<file path="src/rtl/serial_byte_assembler_pkg.sv">
// Shared types and helpers for the serial-to-parallel word assembler.
// The bit placement helper works on a fixed 32-bit container so any WIDTH up to 32 can use it.
package serial_byte_assembler_pkg;

  typedef enum logic {
    COLLECT = 1'b0,
    FULL    = 1'b1
  } state_e;

  localparam int MAX_W     = 32;
  localparam int DEF_WIDTH = 8;

  function automatic int cnt_width(input int width);
    return $clog2(width + 1);
  endfunction

  // Shift one bit into the low WIDTH bits of cur; bits above WIDTH stay zero.
  function automatic logic [MAX_W-1:0] place_bit(input logic [MAX_W-1:0] cur,
                                                 input logic             b,
                                                 input int               width,
                                                 input bit               lsb_first);
    logic [MAX_W-1:0] mask;
    logic [MAX_W-1:0] ext;
    mask = (width >= MAX_W) ? '1 : ((MAX_W'(1) << width) - MAX_W'(1));
    ext  = MAX_W'(b);
    if (lsb_first) begin
      return ((cur >> 1) | (ext << (width - 1))) & mask;
    end
    return ((cur << 1) | ext) & mask;
  endfunction

endpackage

</file>
<file path="src/rtl/serial_byte_assembler_shift.sv">
// Assembly register: shifts accepted bits in, counts them and flags a full word.
// drain returns the count to zero after the word has been copied out.
module serial_shift_reg
  import serial_byte_assembler_pkg::*;
#(
  parameter int WIDTH     = DEF_WIDTH,
  parameter bit LSB_FIRST = 1'b1,
  parameter bit INVERT    = 1'b0
) (
  input  logic                         clk,
  input  logic                         rst_n,
  input  logic                         clear,
  input  logic                         shift_en,
  input  logic                         drain,
  input  logic                         bit_in,
  output logic [WIDTH-1:0]             data,
  output logic [WIDTH-1:0]             shifted,
  output logic [$clog2(WIDTH+1)-1:0]   count,
  output logic                         last,
  output logic                         full
);

  localparam int CNT_W = cnt_width(WIDTH);

  logic [WIDTH-1:0] data_q, data_d;
  logic [CNT_W-1:0] count_q, count_d;

  assign shifted = WIDTH'(place_bit(MAX_W'(data_q), bit_in ^ INVERT, WIDTH, LSB_FIRST));

  // NOTE: every signal written here gets a default first, so no path can infer a latch.
  always_comb begin
    data_d  = data_q;
    count_d = count_q;
    if (clear) begin
      data_d  = '0;
      count_d = '0;
    end else begin
      if (shift_en) begin
        data_d  = shifted;
        count_d = count_q + CNT_W'(1);
      end
      if (drain) begin
        count_d = '0;
      end
    end
  end

  // NOTE: state flops use non-blocking assignment so every flop samples pre-edge values.
  always_ff @(posedge clk or negedge rst_n) begin
    if (!rst_n) begin
      data_q  <= '0;
      count_q <= '0;
    end else begin
      data_q  <= data_d;
      count_q <= count_d;
    end
  end

  assign data  = data_q;
  assign count = count_q;
  assign last  = (count_q == CNT_W'(WIDTH - 1));
  assign full  = (count_q == CNT_W'(WIDTH));

endmodule

</file>
<file path="src/rtl/serial_byte_assembler.sv">
// Serial bit stream in (valid/ready), parallel words out (valid/ready) through a one-entry slot.
// FULL parks a completed word in the assembly register while the output slot is occupied.
module serial_byte_assembler
  import serial_byte_assembler_pkg::*;
#(
  parameter int WIDTH     = DEF_WIDTH,
  parameter bit LSB_FIRST = 1'b1,
  parameter bit INVERT    = 1'b0
) (
  input  logic                       clk,
  input  logic                       rst_n,
  input  logic                       clear,
  input  logic                       bit_in,
  input  logic                       bit_valid,
  output logic                       bit_ready,
  output logic [WIDTH-1:0]           word_out,
  output logic                       word_valid,
  input  logic                       word_ready,
  output logic [$clog2(WIDTH+1)-1:0] bit_count
);

  state_e           state_q, state_d;
  logic [WIDTH-1:0] word_out_q, word_out_d;
  logic             word_valid_q, word_valid_d;
  logic             accept, slot_free, drain, last, full;
  logic [WIDTH-1:0] asm_data, asm_shifted;

  assign slot_free = !word_valid_q || word_ready;
  assign accept    = bit_valid && bit_ready && !clear;

  serial_shift_reg #(
    .WIDTH     (WIDTH),
    .LSB_FIRST (LSB_FIRST),
    .INVERT    (INVERT)
  ) u_shift (
    .clk      (clk),
    .rst_n    (rst_n),
    .clear    (clear),
    .shift_en (accept),
    .drain    (drain),
    .bit_in   (bit_in),
    .data     (asm_data),
    .shifted  (asm_shifted),
    .count    (bit_count),
    .last     (last),
    .full     (full)
  );

  always_ff @(posedge clk or negedge rst_n) begin
    if (!rst_n) state_q <= COLLECT;
    else        state_q <= state_d;
  end

  always_comb begin
    state_d = state_q;
    if (clear) begin
      state_d = COLLECT;
    end else begin
      unique case (state_q)
        COLLECT: if (accept && last && !slot_free) state_d = FULL;
        FULL:    if (slot_free)                    state_d = COLLECT;
        default: state_d = COLLECT;
      endcase
    end
  end

  // A completing bit and a consumed word on the same edge hand off with no bubble.
  always_comb begin
    bit_ready    = (state_q == COLLECT);
    drain        = 1'b0;
    word_out_d   = word_out_q;
    word_valid_d = word_valid_q && !word_ready;
    if (clear) begin
      word_valid_d = 1'b0;
    end else if (state_q == COLLECT && accept && last && slot_free) begin
      word_out_d   = asm_shifted;
      word_valid_d = 1'b1;
      drain        = 1'b1;
    end else if (state_q == FULL && full && slot_free) begin
      word_out_d   = asm_data;
      word_valid_d = 1'b1;
      drain        = 1'b1;
    end
  end

  always_ff @(posedge clk or negedge rst_n) begin
    if (!rst_n) begin
      word_out_q   <= '0;
      word_valid_q <= 1'b0;
    end else begin
      word_out_q   <= word_out_d;
      word_valid_q <= word_valid_d;
    end
  end

  assign word_out   = word_out_q;
  assign word_valid = word_valid_q;

endmodule

</file>
<file path="config.mk">
export PLATFORM = sky130hd
export DESIGN_NAME = serial_byte_assembler
export DESIGN_NICKNAME = d
export VERILOG_FILES = /design/src/rtl/serial_byte_assembler_pkg.sv /design/src/rtl/serial_byte_assembler_shift.sv /design/src/rtl/serial_byte_assembler.sv
export SDC_FILE = /design/constraint.sdc
export NUM_CORES = 1
export LEC_CHECK = 0
export ABC_CLOCK_PERIOD_IN_PS = 3300
export BUFFER_PORTS_ARGS = -buffer_cell sky130_fd_sc_hd__buf_2
export CAP_MARGIN = 20
export CORE_MARGIN = 10
export CORE_UTILIZATION = 55
export DETAILED_ROUTE_END_ITERATION = 6
export PLACE_DENSITY = 0.88
export SETUP_SLACK_MARGIN = 0.5
export SLEW_MARGIN = 20
export SYNTH_ARGS = -nofsm -noshare
export SYNTH_HDL_FRONTEND = slang
export SYNTH_SLANG_ARGS = --single-unit
export TNS_END_PERCENT = 1
</file>
<file path="constraint.sdc">
create_clock -name clk -period 3.3 [get_ports clk]
set_input_delay 0.33 -clock clk [delete_from_list [all_inputs] [get_ports clk]]
set_output_delay 0.33 -clock clk [all_outputs]
set_load 0.03 [all_outputs]
</file>
# == Yosys cells after proc, flatten, opt, wreduce, memory -nomap -nowiden ==
# Cells that the tools add are included.
# totals
out_inout_bits,14
in_bits,6
reg_bits,22
# op_classes
bitwise_logic,3
addsub,1
muxes,17
eq_ne,2
reduce_logical,19
# ops
cell,n
two-way mux 8 bit,4
two-way mux 4 bit,3
logical AND 1 bit,10
two-way mux 1 bit,9
bitwise OR 7 x 8 -> 8 bit,1
adder 4 x 1 -> 4 bit (second input constant),1
equality test 4 x 3 -> 1 bit (second input constant),1
equality test 4 bit (second input constant),1
zero test 1 bit,4
nonzero test 2 bit,2
nonzero test 3 bit,1
inverter 1 bit,2
one-hot mux 1 bit (2 select lines),1
AND reduction 2 bit,1
logical OR 1 bit,1

# == Depth between registers and ports, before layout ==
# Gate-level depths: netlist of run 1.
# depth
depth_word,10
mapped_depth,6

# == Cells and area by module ==
# From an unflattened synthesis of run 1, not the netlist that was laid out.
# unflattened
hier_cells,115
area_unflattened_um2,1162.4
# by_module_without_submodules
module,instances,area_each_um2,seq_area_each_um2,cells_per_inst
serial_shift_reg,1,625.6,300.3,58
serial_byte_assembler,1,536.8,250.2,57

# == Worst setup path after synthesis of run 1 ==
# OpenSTA, ideal clock, no wires.
# synth_timing
path_kind,register to register
startpoint,"register u_shift.count_q[0], in the netlist u_shift.count[0]"
endpoint,"register word_out_q[0], in the netlist word_out[0]"
arrival_ps,1449
t_required_ps,3227
path_stages_with_launch,7
setup_ps,73
n_path_buf,1
setup_slack_ps,1778
path_cell_list,dfrtp_1 -> inv_1 -> ha_1 -> nand4b_4 -> a21boi_4 -> buf_6 -> a2bb2oi_2
# synth_via
elab_chain_cells,5
word_cells_on_any_way,9
classes_between,eq/ne: 2; mux: 1; reduce/logical: 6
# synth_lines
element,line,rtl
start: declaration,serial_byte_assembler_shift.sv:26,"logic [CNT_W-1:0] count_q, count_d;"
start signal: assignment,serial_byte_assembler_shift.sv:55,count_q <= count_d;
equality test 4 x 3 -> 1 bit / equality test 4 bit (equally long branches),"serial_byte_assembler_shift.sv:61, serial_byte_assembler_shift.sv:62",
"logical AND 1 bit, on equally long branches (2 in a row)","serial_byte_assembler.sv:75, serial_byte_assembler.sv:79",
nonzero test 2 bit (no line),--,
AND reduction 2 bit (no line),--,
end signal: assignment,serial_byte_assembler.sv:91,word_out_q <= word_out_d;
end: declaration,serial_byte_assembler.sv:23,"logic [WIDTH-1:0] word_out_q, word_out_d;"
# Several ways; a longest one is shown, not always the timed one.
# A chain may end at the register's enable or synchronous reset.

# == Worst setup path in the final report of run 1 ==
# layout_timing
startpoint,register state_q
endpoint,"register word_out_q[1], in the netlist word_out[1]"
# layout_via
elab_chain_cells,8
word_cells_on_any_way,11
classes_between,mux: 1; bitwise: 1; reduce/logical: 9
# layout_lines
element,line,rtl
start: declaration,serial_byte_assembler.sv:22,"state_e state_q, state_d;"
start signal: assignment,serial_byte_assembler.sv:51,else state_q <= state_d;
inverter 1 bit,--,
logical AND 1 bit (2 in a row),serial_byte_assembler.sv:29,assign accept = bit_valid && bit_ready && !clear;
logical AND 1 bit (3 in a row),serial_byte_assembler.sv:75,end else if (state_q == COLLECT && accept && last && slot_free) begin
nonzero test 2 bit (no line),--,
AND reduction 2 bit (no line),--,
# Several ways; a longest one is shown, not always the timed one.

==> impl_metrics.ini, run 1 <==
[yosys]
yosys.area.top_type_share = 0.5158
ys.warnings.count = 0
syn_nets = 100
synth_area_um2 = 1067
synth_edf_count = 0
yosysSeqAreaShare = 0.5158
synth_cell_types = 23
ys_ff_latch = 22
yosys-top-cells-area = dfrtp_1 (52%), a2bb2oi_2 (9.8%), nand2_1 (6.3%)
avgSynthCellArea_um2 = 11.60
synthArstFlopShare = 1.000
ys.flop_type = dfrtp_1
synth_top_area_cell = dfrtp_1
syn_inst = 92

[die]
die-area_um2 = 4102
die_y_um = 64.05
start_util = 0.5986
core_um2 = 1783
rows = 15
io_pins = 20
die_x_um = 64.05

[route]
drc = 0
initialDrtViolationCount = 28
wl_per_cell_um = 16.21
ant_nets = 0
dr.pass1.iters = 4
wirelength_um = 2188
vias = 772
viasPerCell = 5.719

[clock_tree]
clock-root-buffer = clkbuf_4
cts.sinks = 22
path_clk_slew_ns = 0.11
cts_tree = yes
h-tree-depth = 1
clock_path_buffers = 2
post_cts_resized = 0
clock_latency_ns = 0.30
cts_buffers = 3

[place]
gp_congestion = 0.7697
placed_area_um2 = 1157
place_inst = 131
io_buffers = 19
dpl.hpwl_um = 1675
place_ws_ns = 1.473

[min_path]
hp-class = in -> reg

[critical_path]
critPathLaunchType = flop
cp-end-kind = flop
critical_path_class = reg -> reg
crit_fanout = 14
cp.required_ns = 3.52
critPathArrivalTime_ns = 2.09

[sta]
fmax_mhz = 535.9
fin_ws_ns = 1.434
fin_tns_setup_ns = 0
period_share = 0.5654
timing.slew.headroom = 0.6891
rsz0062_at_grt = false
finalSetupViolCount = 0
hold_violations = 0
min_period_ns = 1.866
clock_skew_ns = 0.004230
worst_slew_pin_slew_ns = 0.4663
maxSlewViolCount = 0

[global_routing]
grt_max_degree = 23
antenna_found_initial = 0
grt_pass1_vias = 773
grt.total_usage = 0.1119
overflow = 0
grt_pass1_wl_um = 3760

[power]
seqPwrFrac = 0.619
p_switching_uw = 120.5
p_total_uw = 463.4
comb_power_share = 0.136
ir_drop_v = 0.0002251
switching_share = 0.2600
p_int_uw = 343.0
p_per_area_nw_per_um2 = 389.5
clkPwrFrac = 0.244
leakage_nw = 0.5828

[final_layout]
drive_gt1_frac = 0.3182
final_common_cell = dfrtp_1
n_antenna_cell = 0
design_area_um2 = 1190
instances_no_fill = 135
mostFrequentLayoutCells = dfrtp_1 (22), buf_2 (19), nand2_1 (18)
areaGrowthSynthToFinish_pct = 11.49
layout.nets = 120

[status]
status = completed

[job]
drv_cap = 0
-- critical path, cell delays in order, from the launching register on --
cell and delay, ns:
dfrtp_1 0.46, nor2b_4 0.32, nand4b_2 0.34, a21boi_4 0.47, a2bb2oi_1 0.19
-- path summary, 6_finish.rpt --
path	to	slack, ns	cells after the start	start
setup reg to reg	word_out[1]	1.43	4	state_q
max in group asynchronous	word_out[4]	2.48	2	rst_n
min in group asynchronous	u_shift.count[2]	0.50	2	rst_n
hold / removal	u_shift.data[7]	0.27	3	bit_in
setup / recovery	word_out[1]	1.43	4	state_q
hold reg to reg	word_out[4]	0.53	1	word_out[4]
-- cells in the mapped netlist, types with 3 or more instances --
| library cell | n |
|---|---|
| a21oi_1 | 9 |
| o22ai_1 | 8 |
| nor3_1 | 3 |
| nand2_1 | 18 |
| inv_1 | 3 |
| dfrtp_1 | 22 |
| a2bb2oi_2 | 7 |
-- layer usage --
layer | GRT usage | share of wire
met5 | 0 | 0
met4 | 0.04645 | 0.018
met3 | 0.04704 | 0.069
met2 | 0.1803 | 0.50
met1 | 0.1273 | 0.41
-- layout make-up --
class                           count  area (um2)
Sequential cell                    22       550.5
Clock buffer                        3       22.52
Tap cell                           25       31.28
Timing Repair Buffer               20       105.1
Fill cell                         142       593.1
Multi-Input combinational cell     62       469.2
Inverter                            3       11.26
-- power by group through the flow --
| stage | clock network (mW) | registers [mW] | logic, mW |
|---|---|---|---|
| 3_5_place_dp | 0 | 0.292 | 0.0633 |
| 6_report | 0.113 | 0.287 | 0.0631 |
| 3_3_place_gp | 0 | 0.291 | 0.0617 |
| 2_1_floorplan | 0 | 0.306 | 0.0277 |
| 4_1_cts | 0.117 | 0.287 | 0.0643 |
| 5_1_grt | 0.129 | 0.288 | 0.0686 |
-- through the flow --
stage / hold WS, ns / util
3_3_place_gp: 0.3063 / 0.6491
3_5_place_dp: 0.3162 / 0.6491
2_1_floorplan: 0.03441 / -
4_1_cts: 0.2706 / 0.6674
6_report: 0.2693 / 0.6674
5_1_grt: 0.2589 / 0.6674
-- state kept, by name, summed over array words and instances (netlist names) --
name           count
u_shift.data       8
word_out           8
state_q            1
u_shift.count      4
word_valid         1
-- logic make-up (layout without fill, tap and decap cells) --
family                   count (synthesis)  count (layout)  share of synthesized area
AO/OA/AOI/OAI                           28              28                     0.2263
XOR/XNOR                                 3               3                    0.02462
adder cells (fa/ha/maj)                  2               2                    0.02344
buffers and inverters                    8              26                    0.04454
flip-flops                              22              22                     0.5158
AND/OR/NAND/NOR                         29              29                     0.1653
-- timing repair --
action                                 4_1_cts  5_1_grt
setup buffers                                0        0
hold buffers                                 1        0
endpoints found under the hold margin       22        0
Note: power is estimated with default switching activity, not from simulation.
==> inputs of run 2 (changes only) <==
--- a/config.mk
+++ b/config.mk
@@ -5,13 +5,13 @@
 export SDC_FILE = /design/constraint.sdc
 export NUM_CORES = 1
 export LEC_CHECK = 0
-export ABC_CLOCK_PERIOD_IN_PS = 3300
+export ABC_CLOCK_PERIOD_IN_PS = 1600
 export BUFFER_PORTS_ARGS = -buffer_cell sky130_fd_sc_hd__buf_2
 export CAP_MARGIN = 20
 export CORE_MARGIN = 10
-export CORE_UTILIZATION = 55
+export CORE_UTILIZATION = 48
 export DETAILED_ROUTE_END_ITERATION = 6
-export PLACE_DENSITY = 0.88
+export PLACE_DENSITY = 0.82
 export SETUP_SLACK_MARGIN = 0.5
 export SLEW_MARGIN = 20
 export SYNTH_ARGS = -nofsm -noshare
==> constraint.sdc (replaced) <==
create_clock -name clk -period 1.6 [get_ports clk]
set_input_delay 0.16 -clock clk [delete_from_list [all_inputs] [get_ports clk]]
set_output_delay 0.16 -clock clk [all_outputs]
set_load 0.03 [all_outputs]
==> run 2 against run 1 <==
Sequential power grew 110%. Global-route usage decreased by 0.75 points. Clock power rose to 2.7 times the previous value.
==> impl_metrics.ini, run 2 (synthesized netlist as in run 1, its figures left out) <==
[critical_path]
critPathArrivalTime_ns = 1.53
slowest_stage = dfrtp_2
cp_num_buf_inv = 2
crit_family = flip-flops
critPathLaunchType = flop
critical_path_class = reg -> reg
critical_path.cell_chain = inv_2 > ha_4 > nand4b_4 > buf_4 > o22ai_1 > a2bb2oi_2
cp.required_ns = 1.81
slowest_delay_ns = 0.45
crit_fanout = 9
cp-end-kind = flop

[die]
rows = 17
start_util = 0.4919
die-area_um2 = 4510
die_y_um = 67.16
core_um2 = 2170
die_x_um = 67.16
io_pins = 20

[sta]
fmax_mhz = 754.7
rsz0062_at_grt = true
maxSlewViolCount = 0
clock_skew_ns = 0.003713
hold_slack_ns = 0.09465
period_share = 0.8281
worst_slew_pin_slew_ns = 0.4898
hold_violations = 0
finalSetupViolCount = 0
fin_tns_setup_ns = 0
timing.slew.headroom = 0.6735
fin_ws_ns = 0.2751
min_period_ns = 1.325

[min_path]
hp-class = in -> reg

[global_routing]
grt_pass1_vias = 789
overflow = 0
grt_max_degree = 23
antenna_found_initial = 0
grt_pass1_wl_um = 3719
grt.total_usage = 0.1044

[route]
dr.pass1.iters = 4
wl_per_cell_um = 16.93
wirelength_um = 2522
ant_nets = 0
vias = 798
drc = 0
viasPerCell = 5.356
initialDrtViolationCount = 41

[place]
place_ws_ns = 0.2145
io_buffers = 19
dpl.hpwl_um = 1662
gp_congestion = 0.8292

[job]
drv_cap = 0

[clock_tree]
cts_tree = yes
clock-root-buffer = clkbuf_4
cts_buffers = 3
clock_path_buffers = 2
cts.sinks = 22
clock_latency_ns = 0.31
h-tree-depth = 1
path_clk_slew_ns = 0.12

[power]
ir_drop_v = 0.0004354
leakage_nw = 0.7243
p_total_mw = 1.057
p_per_area_nw_per_um2 = 772.3

[final_layout]
n_antenna_cell = 0
final_common_cell = buf_2
areaGrowthSynthToFinish_pct = 28.25
fillers = 155
mostFrequentLayoutCells = buf_2 (19), nand2_1 (18), dfrtp_1 (17)
fin_util = 0.6309
drive_gt1_frac = 0.5041
layout.nets = 130

[status]
status = completed
==> run 2: cell type report <==
class	instances	area (um2)	area share
multi-input cells	62	529.3	0.3867
inverters	3	11.26	0.008227
well taps	28	35.03	0.02559
repair buffers	30	200.2	0.1463
clock buffers	4	36.28	0.02651
flip-flops and latches	22	556.8	0.4068
==> run 2: path summary, 6_finish.rpt <==
| path | start | to | slack [ns] | depth (start not counted) |
|---|---|---|---|---|
| setup / recovery | u_shift.count[0] | word_out[5] | 0.28 | 6 |
| hold / removal | bit_in | u_shift.data[7] | 0.09 | 3 |
| setup reg to reg | u_shift.count[0] | word_out[5] | 0.28 | 6 |
| hold reg to reg | word_out[0] | word_out[0] | 0.54 | 1 |
| max in group asynchronous | rst_n | word_valid | 0.91 | 2 |
| min in group asynchronous | rst_n | word_out[4] | 0.34 | 2 |
==> run 2: power breakdown <==
part	internal, mW	switching (mW)	leakage [nW]
Sequential	0.575	0.0166	0.288
Combinational	0.0629	0.0943	0.415
Clock	0.139	0.170	0.0210
==> run 2: repair_timing <==
action                                  in CTS  in global routing
setup buffers                                5                  0
endpoints found under the setup margin      27                 32
hold endpoints to repair                    22                  0
gates resized for setup                      2                 10
hold buffers                                 1                  0
pin swaps                                    3                  2
==> run 2: through the flow <==
step / std cells / cell area [um2]
after floorplan: 92 / 1084
after global placement: 139 / 1227
after detailed placement: 139 / 1227
after CTS: 149 / 1314
after global routing: 149 / 1369
final: 149 / 1369
==> run 2: metal layers <==
metal  global-route usage  vias up  wire length [um]
li1                     -      389                 -
met1               0.1153      394              1057
met2               0.1991       11              1350
met3              0.01157        4                80
met4              0.03846        0                34
met5                    0        -                 0
==> run 2: worst register-to-register path: stages (launching register included) <==
cell and delay, ns:
dfrtp_2 0.45, inv_2 0.08, ha_4 0.14, nand4b_4 0.11, buf_4 0.20, o22ai_1 0.17
a2bb2oi_2 0.07
==> inputs of run 3 (changes only) <==
--- a/config.mk
+++ b/config.mk
@@ -5,13 +5,13 @@
 export SDC_FILE = /design/constraint.sdc
 export NUM_CORES = 1
 export LEC_CHECK = 0
-export ABC_CLOCK_PERIOD_IN_PS = 1600
+export ABC_CLOCK_PERIOD_IN_PS = 1300
 export BUFFER_PORTS_ARGS = -buffer_cell sky130_fd_sc_hd__buf_2
 export CAP_MARGIN = 20
 export CORE_MARGIN = 10
-export CORE_UTILIZATION = 48
+export CORE_UTILIZATION = 53
 export DETAILED_ROUTE_END_ITERATION = 6
-export PLACE_DENSITY = 0.82
+export PLACE_DENSITY = 0.86
 export SETUP_SLACK_MARGIN = 0.5
 export SLEW_MARGIN = 20
 export SYNTH_ARGS = -nofsm -noshare
==> constraint.sdc (replaced) <==
create_clock -name clk -period 1.3 [get_ports clk]
set_input_delay 0.13 -clock clk [delete_from_list [all_inputs] [get_ports clk]]
set_output_delay 0.13 -clock clk [all_outputs]
set_load 0.03 [all_outputs]
==> run 3 against run 2 <==
The flow now finishes with violations (negative setup slack). Design area rose by 9.0%. Via count up 3.8%. Total power grew 41%. Sequential share of layout area fell by 3.5 points. Wire length is 4.9% higher. Clock power is 74% higher. Core utilization grew 14 points. Worst hold slack worse by 0.039 ns. Die area fell by 6.7%. Count of clock-buffer cells in the layout down 1. Critical path type unchanged.
==> impl_metrics.ini, run 3 (synthesized netlist as in run 1, its figures left out) <==
[min_path]
hold_depth = 3
hp-start = bit_in
hold_end = u_shift.data[7]
hp-class = in -> reg

[sta]
timing.slew.headroom = 0.6915
min_period_ns = 1.383
fin_tns_setup_ns = -0.5469
maxSlewViolCount = 0
finalSetupViolCount = 11
fmax_mhz = 723.1
rsz0062_at_grt = true
hold_slack_ns = 0.05557
period_share = 1.064
worst_slew_pin_slew_ns = 0.4627
clock_skew_ns = 0.002705
fin_ws_ns = -0.08298
hold_violations = 0

[global_routing]
grt_pass1_wl_um = 4436
grt.total_usage = 0.1335
antenna_found_initial = 0
overflow = 0
grt_pass1_vias = 880
grt_max_degree = 23

[clock_tree]
clock_latency_ns = 0.32
cts_tree = yes
clock-root-buffer = clkbuf_4
cts.sinks = 22
h-tree-depth = 1
cts_buffers = 3
cts_setup_buffers = 0
path_clk_slew_ns = 0.13
clock_path_buffers = 2

[job]
drv_cap = 0

[power]
comb_power_share = 0.147
p_switching_uw = 370.3
p_per_area_nw_per_um2 = 998.5
p_total_mw = 1.490
leakage_nw = 0.7312
p_int_mw = 1.120
switching_share = 0.2485
seqPwrFrac = 0.492
clkPwrFrac = 0.362
ir_drop_v = 0.0008713

[critical_path]
slowest_stage = dfrtp_1
critPathArrivalTime_ns = 1.61
cp.depth = 5
worstReg2RegEnd = word_out[0]
reg2reg_depth = 5
r2r-start = state_q
crit_family = flip-flops
critical_path.cell_chain = nor2b_4 > nand4b_4 > buf_4 > o22ai_1 > a2bb2oi_2
critPathLaunchType = flop
slowest_delay_ns = 0.45
cp_num_buf_inv = 1
cp-end-kind = flop
cp.required_ns = 1.53
critical_path_class = reg -> reg
crit_fanout = 10
reg2reg_slack_ns = -0.08

[final_layout]
final_common_cell = dfrtp_1
design_area_um2 = 1493
n_antenna_cell = 0
areaGrowthSynthToFinish_pct = 39.86
mostFrequentLayoutCells = dfrtp_1 (19), buf_6 (16), nand2_1 (15)
fillers = 117
drive_gt1_frac = 0.5041
instances_no_fill = 150
fin_util = 0.7687
layout.nets = 132

[place]
io_buffers = 19
dpl.hpwl_um = 1671
place_ws_ns = -0.04907
placed_area_um2 = 1279
gp_congestion = 0.7929
place_inst = 145

[route]
initialDrtViolationCount = 16
viasPerCell = 5.520
ant_nets = 0
wirelength_um = 2645
vias = 828
dr.pass1.iters = 4
wl_per_cell_um = 17.63
drc = 0

[die]
rows = 16
io_pins = 20
die_y_um = 64.88
core_um2 = 1942
die-area_um2 = 4209
start_util = 0.5496
die_x_um = 64.88

[status]
violations = negative setup slack
status = complete, but fails checks
==> run 3: worst reg2reg max path, delay by kind of cell (launching register included) <==
kind | cells | cell delay (ns)
AOI/OAI and AO/OA | 2 | 0.30
buffers and inverters | 1 | 0.21
DFF | 1 | 0.45
and+or+nand+nor | 2 | 0.32
==> run 3: how the worst max path moves through the flow <==
stage / startpoint / slack, ns / to
2_1_floorplan: u_shift.count[1] / -0.11 / word_out[0]
3_3_place_gp: u_shift.count[0] / -0.02 / word_out[2]
3_5_place_dp: u_shift.count[0] / -0.05 / word_out[2]
4_1_cts: u_shift.count[0] / -0.05 / word_out[5]
5_1_grt: state_q / -0.13 / word_out[0]
6_report: state_q / -0.08 / word_out[0]
==> run 3: per-layer routing <==
layer / wire [um] / GRT usage / up-vias
met5: 0 / 0 / -
met4: 76 / 0.07487 / 0
met3: 125 / 0.03952 / 7
met2: 1358 / 0.2143 / 22
met1: 1084 / 0.1552 / 405
li1: - / - / 394
==> run 3: power by group through the flow <==
stage / registers (mW) / logic [mW] / clock network (mW)
after global placement: 0.737 / 0.183 / 0
after global routing: 0.736 / 0.236 / 0.570
final: 0.733 / 0.218 / 0.539
after floorplan: 0.778 / 0.0771 / 0
after detailed placement: 0.739 / 0.187 / 0
after CTS: 0.729 / 0.218 / 0.545
==> run 3: repair_timing <==
item	in CTS	in global routing
pin swaps	9	1
endpoints found under the setup margin	36	36
cloned	0	0
hold endpoints to repair	22	0
hold buffers	1	0
gates resized for setup	37	6
==> run 3: cell type report <==
type / count / area, um2 / area share
inverter: 3 / 16.27 / 0.01090
sequential: 22 / 554.3 / 0.3713
timing repair buffer: 32 / 302.8 / 0.2028
tap: 27 / 33.78 / 0.02263
clock buffer: 3 / 22.52 / 0.01509
multi-input combinational: 62 / 533.0 / 0.3571
clock inverter: 1 / 30.03 / 0.02012
